### config.mk
export PLATFORM = sky130hd
export DESIGN_NAME = instr_encoder
export DESIGN_NICKNAME = d
export VERILOG_FILES = /design/src/rtl/otter_enc_pkg.sv /design/src/rtl/imm_pack.sv /design/src/rtl/instr_encoder.sv
export SDC_FILE = /design/constraint.sdc
export NUM_CORES = 1
export LEC_CHECK = 0
export ABC_CLOCK_PERIOD_IN_PS = 1680
export BUFFER_PORTS_ARGS = -buffer_cell sky130_fd_sc_hd__buf_2
export CORE_MARGIN = 2
export CORE_UTILIZATION = 53
export DETAILED_ROUTE_END_ITERATION = 6
export GPL_ROUTABILITY_DRIVEN = 0
export PLACE_DENSITY = 0.84
export SETUP_SLACK_MARGIN = 0.1
export SLEW_MARGIN = 20
export SYNTH_ARGS = -nofsm -noshare
export SYNTH_HDL_FRONTEND = slang
export SYNTH_SLANG_ARGS = --single-unit
### constraint.sdc
create_clock -name CLK -period 1.68 [get_ports CLK]
set_input_delay 0.168 -clock CLK [delete_from_list [all_inputs] [get_ports CLK]]
set_output_delay 0.168 -clock CLK [all_outputs]
set_load 0.01 [all_outputs]
### src/rtl/otter_enc_pkg.sv
// Shared types and helpers for the RV32I instruction encoder.
// The IMM_RANGE_CHECK_EN build option is consumed by imm_pack, not here.
package otter_enc_pkg;

  typedef enum logic [2:0] {
    FMT_R = 3'd0,
    FMT_I = 3'd1,
    FMT_S = 3'd2,
    FMT_B = 3'd3,
    FMT_U = 3'd4,
    FMT_J = 3'd5
  } fmt_t;

  localparam logic [31:0] NOP_INSTR = 32'h0000_0013;

  // fmt is kept raw so the illegal codes 6/7 survive to the packer.
  typedef struct packed {
    logic [2:0]  fmt;
    logic [6:0]  opcode;
    logic [4:0]  rd;
    logic [4:0]  rs1;
    logic [4:0]  rs2;
    logic [2:0]  funct3;
    logic [6:0]  funct7;
    logic [31:0] imm;
  } enc_fields_t;

  // True when v is the sign extension of its low 'width' bits.
  function automatic logic fits_signed(input logic [31:0] v, input int unsigned width);
    logic [31:0] hi;
    hi = $signed(v) >>> (width - 1);
    return (hi == '0) || (hi == '1);
  endfunction

endpackage

### src/rtl/imm_pack.sv
// Combinational packer: scatters immediate bits into the RV32I format layout.
// IMM_RANGE_CHECK_EN adds the immediate legality check; otherwise only bad fmt errors.
module imm_pack
  import otter_enc_pkg::*;
(
  input  enc_fields_t fields_i,
  output logic [31:0] instr_o,
  output logic        err_o
);

  logic [31:0] imm;
  logic        fmt_bad;
  logic        imm_bad;

  assign imm = fields_i.imm;

  always_comb begin
    // NOTE: every output gets a default first so no path through the case infers a latch.
    instr_o = NOP_INSTR;
    fmt_bad = 1'b0;
    case (fields_i.fmt)
      FMT_R: instr_o = {fields_i.funct7, fields_i.rs2, fields_i.rs1, fields_i.funct3,
                        fields_i.rd, fields_i.opcode};
      FMT_I: instr_o = {imm[11:0], fields_i.rs1, fields_i.funct3, fields_i.rd, fields_i.opcode};
      FMT_S: instr_o = {imm[11:5], fields_i.rs2, fields_i.rs1, fields_i.funct3,
                        imm[4:0], fields_i.opcode};
      FMT_B: instr_o = {imm[12], imm[10:5], fields_i.rs2, fields_i.rs1, fields_i.funct3,
                        imm[4:1], imm[11], fields_i.opcode};
      FMT_U: instr_o = {imm[31:12], fields_i.rd, fields_i.opcode};
      FMT_J: instr_o = {imm[20], imm[10:1], imm[11], imm[19:12], fields_i.rd, fields_i.opcode};
      default: fmt_bad = 1'b1;
    endcase
  end

`ifdef IMM_RANGE_CHECK_EN
  // Illegal immediates are still packed by truncation above; only the flag differs.
  always_comb begin
    imm_bad = 1'b0;
    case (fields_i.fmt)
      FMT_I, FMT_S: imm_bad = !fits_signed(imm, 12);
      FMT_B:        imm_bad = !fits_signed(imm, 13) || imm[0];
      FMT_U:        imm_bad = |imm[11:0];
      FMT_J:        imm_bad = !fits_signed(imm, 21) || imm[0];
      default:      imm_bad = 1'b0;
    endcase
  end
`else
  assign imm_bad = 1'b0;
`endif

  assign err_o = fmt_bad | imm_bad;

endmodule

### src/rtl/instr_encoder.sv
// Two-stage valid/ready RV32I instruction encoder with saturating error counter.
// Define IMM_RANGE_CHECK_EN to flag out-of-range immediates as well as illegal fmt.
module instr_encoder
  import otter_enc_pkg::*;
#(
  parameter int ERR_CNT_W = 8
) (
  input  logic                 CLK,
  input  logic                 RST_N,
  input  logic                 in_valid,
  output logic                 in_ready,
  input  logic [2:0]           fmt,
  input  logic [6:0]           opcode,
  input  logic [4:0]           rd,
  input  logic [4:0]           rs1,
  input  logic [4:0]           rs2,
  input  logic [2:0]           funct3,
  input  logic [6:0]           funct7,
  input  logic [31:0]          imm,
  output logic                 out_valid,
  input  logic                 out_ready,
  output logic [31:0]          out_instr,
  output logic                 out_err,
  output logic [ERR_CNT_W-1:0] err_count
);

  enc_fields_t            fields_d, fields_q;
  logic                   v1_q, v2_q;
  logic [31:0]            pack_instr, instr_q;
  logic                   pack_err, err_q;
  logic                   ld1, ld2;
  logic [ERR_CNT_W-1:0]   err_cnt_d, err_cnt_q;

  // Each stage advances when it is empty or its consumer is taking its word.
  assign ld2      = !v2_q || out_ready;
  assign ld1      = !v1_q || ld2;
  assign in_ready = !v1_q || !v2_q || out_ready;

  assign fields_d = '{fmt: fmt, opcode: opcode, rd: rd, rs1: rs1, rs2: rs2,
                      funct3: funct3, funct7: funct7, imm: imm};

  always_ff @(posedge CLK or negedge RST_N) begin
    if (!RST_N) begin
      v1_q     <= 1'b0;
      fields_q <= '0;
    end else if (ld1) begin
      // NOTE: non-blocking assignments so every register samples pre-edge values.
      v1_q <= in_valid;
      if (in_valid) fields_q <= fields_d;
    end
  end

  imm_pack u_imm_pack (
    .fields_i (fields_q),
    .instr_o  (pack_instr),
    .err_o    (pack_err)
  );

  always_ff @(posedge CLK or negedge RST_N) begin
    if (!RST_N) begin
      // NOTE: payload is reset too, so out_instr/out_err read 0 straight after reset.
      v2_q    <= 1'b0;
      instr_q <= '0;
      err_q   <= 1'b0;
    end else if (ld2) begin
      v2_q <= v1_q;
      if (v1_q) begin
        instr_q <= pack_instr;
        err_q   <= pack_err;
      end
    end
  end

  always_comb begin
    err_cnt_d = err_cnt_q;
    if (v2_q && out_ready && err_q && (err_cnt_q != '1)) err_cnt_d = err_cnt_q + 1'b1;
  end

  always_ff @(posedge CLK or negedge RST_N) begin
    if (!RST_N) err_cnt_q <= '0;
    else        err_cnt_q <= err_cnt_d;
  end

  assign out_valid = v2_q;
  assign out_instr = instr_q;
  assign out_err   = err_q;
  assign err_count = err_cnt_q;

endmodule

==> out/summary.txt <==
CP cell instances: buf_8 > nor2b_4 > a22o_1 > a222oi_1 > o21ai_1
# diodes: 0
Mapped Cells: 351
Pwr per Cell Area: 1250 nW/um^2
Critical Path Fanout Max: 13
Max incr delay on CP: 420 ps
Share of cells above drive strength 1: 47.8%
Post-route cell area: 5780 um^2
Via count: 3319
Post-synth ARST share: 100%
First-pass GRT wire length: 17100 um
Dominant synthesized flop cell: dfrtp_1
H-tree levels: 3
Clock Path Buffers: 2
Final Max Slew Viols: 0
Total number of yosys warnings: 0
Dpl hpwl: 7390 um
Placed cells: 566
Nets: 546
Max Freq: 0.632 GHz
Hold Path Class: input pin to register
Die H: 98.9 um
Grt ovf: 0
WL/cell: 18.4 um
Worst EP required: 1900 ps
Seq/Total Area, Yosys: 57.6%
Tmin final: 1580 ps
Reg area: 2750 um^2
Clock buffer count from CTS: 9
Multi-input gate area: 1860 um^2
Slew HR: 60.3%
Clk root buf: clkbuf_8
CP max stage cell: dfrtp_1
Hold Fails Final Rpt: 0
Core box area: 8720 um^2
Detailed Routing Iterations Pass 1: 6
Initial Util: 54.8%
Setup CP Type: register to register
Outcome: finished clean
Worst skew pair latency: 360 ps
Commonest non-fill, non-tap cell in the layout: buf_2
DIE AREA: 9790 um^2
Most frequent cells in the layout: buf_2 (112), dfrtp_1 (110), nor2_1 (42)
# IOs: 114
Pre-CTS setup slack: -302 ps
CTS sink cnt: 110
VDD IR-drop max: 785 uV
Post-Syn Nets: 423
Netlist cell types: 39
Clock-pin transition on the worst setup and hold timing paths: 100 ps
Row cnt: 34
Pwr Total: 0.00722 W
Initial antenna violation count: 0
Area grow syn2layout: 21.0%
Final period util: 94.1%
CP startpoint kind: register
MaxCap Viol Count: 0
Drc violations: 0
Largest net degree at the start of global routing: 111
Slew @ Worst Pin: 596 ps
PortBufs: 113
Seq cells post-synth: 110
Total Routed Length: 10800 um
Setup WS post-layout: 98.3 ps
Final setup viols: 0
CTS tree: yes
Post-layout util: 66.3%
Syn Std Cell Area: 4780 um^2
Crit. End Element: register
Vias in the first global route: 3352
Die Wd: 98.9 um
Post-synth EDFFs: 0
Detail-routed via count per cell: 5.65
CP bufs+invs: 1
DRT iter0 DRCs: 215
Area post-placement: 5460 um^2
Largest delay contributor family on the critical path: compound AO/OA/AOI/OAI gates
Total GRT Usage: 22.3%
Fillcell total: 639
Worst Skew: 9.49 ps
Fin cells: 587
Static Leak: 2.80 nW
Synth Area per Inst: 13.6 um^2
Final ANT Viol Nets: 0
CP arrival: 1800 ps
RSZ-0062 raised after global routing: false
per-stage QoR:
| stage | setup TNS [ps] | hold slack (ps) |
|---|---|---|
| 2_1_floorplan | 0 | -128 |
| 3_3_place_gp | -392 | 285 |
| 4_1_cts | 0 | 22.1 |
| 5_1_grt | 0 | 4.77 |
| 6_report | 0 | 34.8 |
| 3_5_place_dp | -2030 | 297 |
what timing repair did:
action                     CTS  global route
pin swaps                    1             1
setup endpoints to repair   16             9
setup buffers                0             4
resized for setup            3             6
hold buffers                 1             0
hold endpoints to repair   110             0
sequential cells by signal (all words and copies together), names as in the netlist:
register	flops
out_err	1
fields_q	67
v1_q	1
out_valid	1
err_count	8
out_instr	32
power by group:
group	switching [W]	leakage [nW]	internal [W]	total, W
Clock	0.000851	0.124	0.00108	0.00193
Combinational	0.000874	1.37	0.000905	0.00178
Sequential	0.000375	1.30	0.00314	0.00352
Total	0.00210	2.80	0.00512	0.00722
cells in the mapped netlist, types with 2 or more instances:
cell type  count  area (um^2)
dfrtp_1      110         2750
nor2_1        43          161
mux2_2        40          450
mux2_4        30          450
a221oi_1      18          158
nand2_1       17         63.8
o21ai_0       10         50.1
a22o_1         9         78.8
mux2i_1        7         70.1
buf_2          6         30.0
buf_4          6         45.0
xor2_1         6         52.6
a222oi_1       5         50.1
o22a_1         4         35.0
a21oi_1        3         15.0
buf_12         3         60.1
buf_6          3         33.8
clkbuf_1       3         11.3
inv_1          3         11.3
nand2b_1       3         18.8
nand3_1        2         10.0
nor3_1         2         10.0
o21ai_1        2         10.0
path summary, 6_finish.rpt:
kind / start / slack [ps] / end / depth (start not counted)
setup / recovery: fields_q[66] / 100 / out_instr[24] / 5
hold / removal: imm[8] / 30 / fields_q[8] / 2
setup reg to reg: fields_q[66] / 100 / out_instr[24] / 5
hold reg to reg: fields_q[61] / 490 / out_instr[4] / 1
max in group asynchronous: RST_N / 810 / fields_q[55] / 3
min in group asynchronous: RST_N / 390 / fields_q[34] / 3
layout make-up:
cell class                      instances  area share, %
Clock inverter                          3           1.56
Tap cell                              108           2.34
Clock buffer                           13           2.75
Inverter                                4          0.303
Multi-Input combinational cell        216           32.2
Sequential cell                       110           47.6
Timing Repair Buffer                  133           13.3
layer usage:
metal | vias up | global-route usage (%) | routed length [um]
met1 | 1663 | 30.0 | 4540
li1 | 1508 | - | -
met2 | 130 | 37.2 | 5500
met3 | 18 | 3.76 | 564
met5 | - | 0 | 0
met4 | 0 | 6.95 | 176
cell families (layout without fill, tap and decap cells):
group	Yosys count	in the layout	synth area share [%]
xor gates and xnor gates	7	7	1.28
adders and majority gates	1	1	0.262
and+or+nand+nor	75	75	6.97
buffers and inverters	25	153	4.09
muxes	77	77	20.3
DFF	110	110	57.6
AOI/OAI and AO/OA	56	56	9.46
No activity file was read; power rests on OpenSTA's default activity.
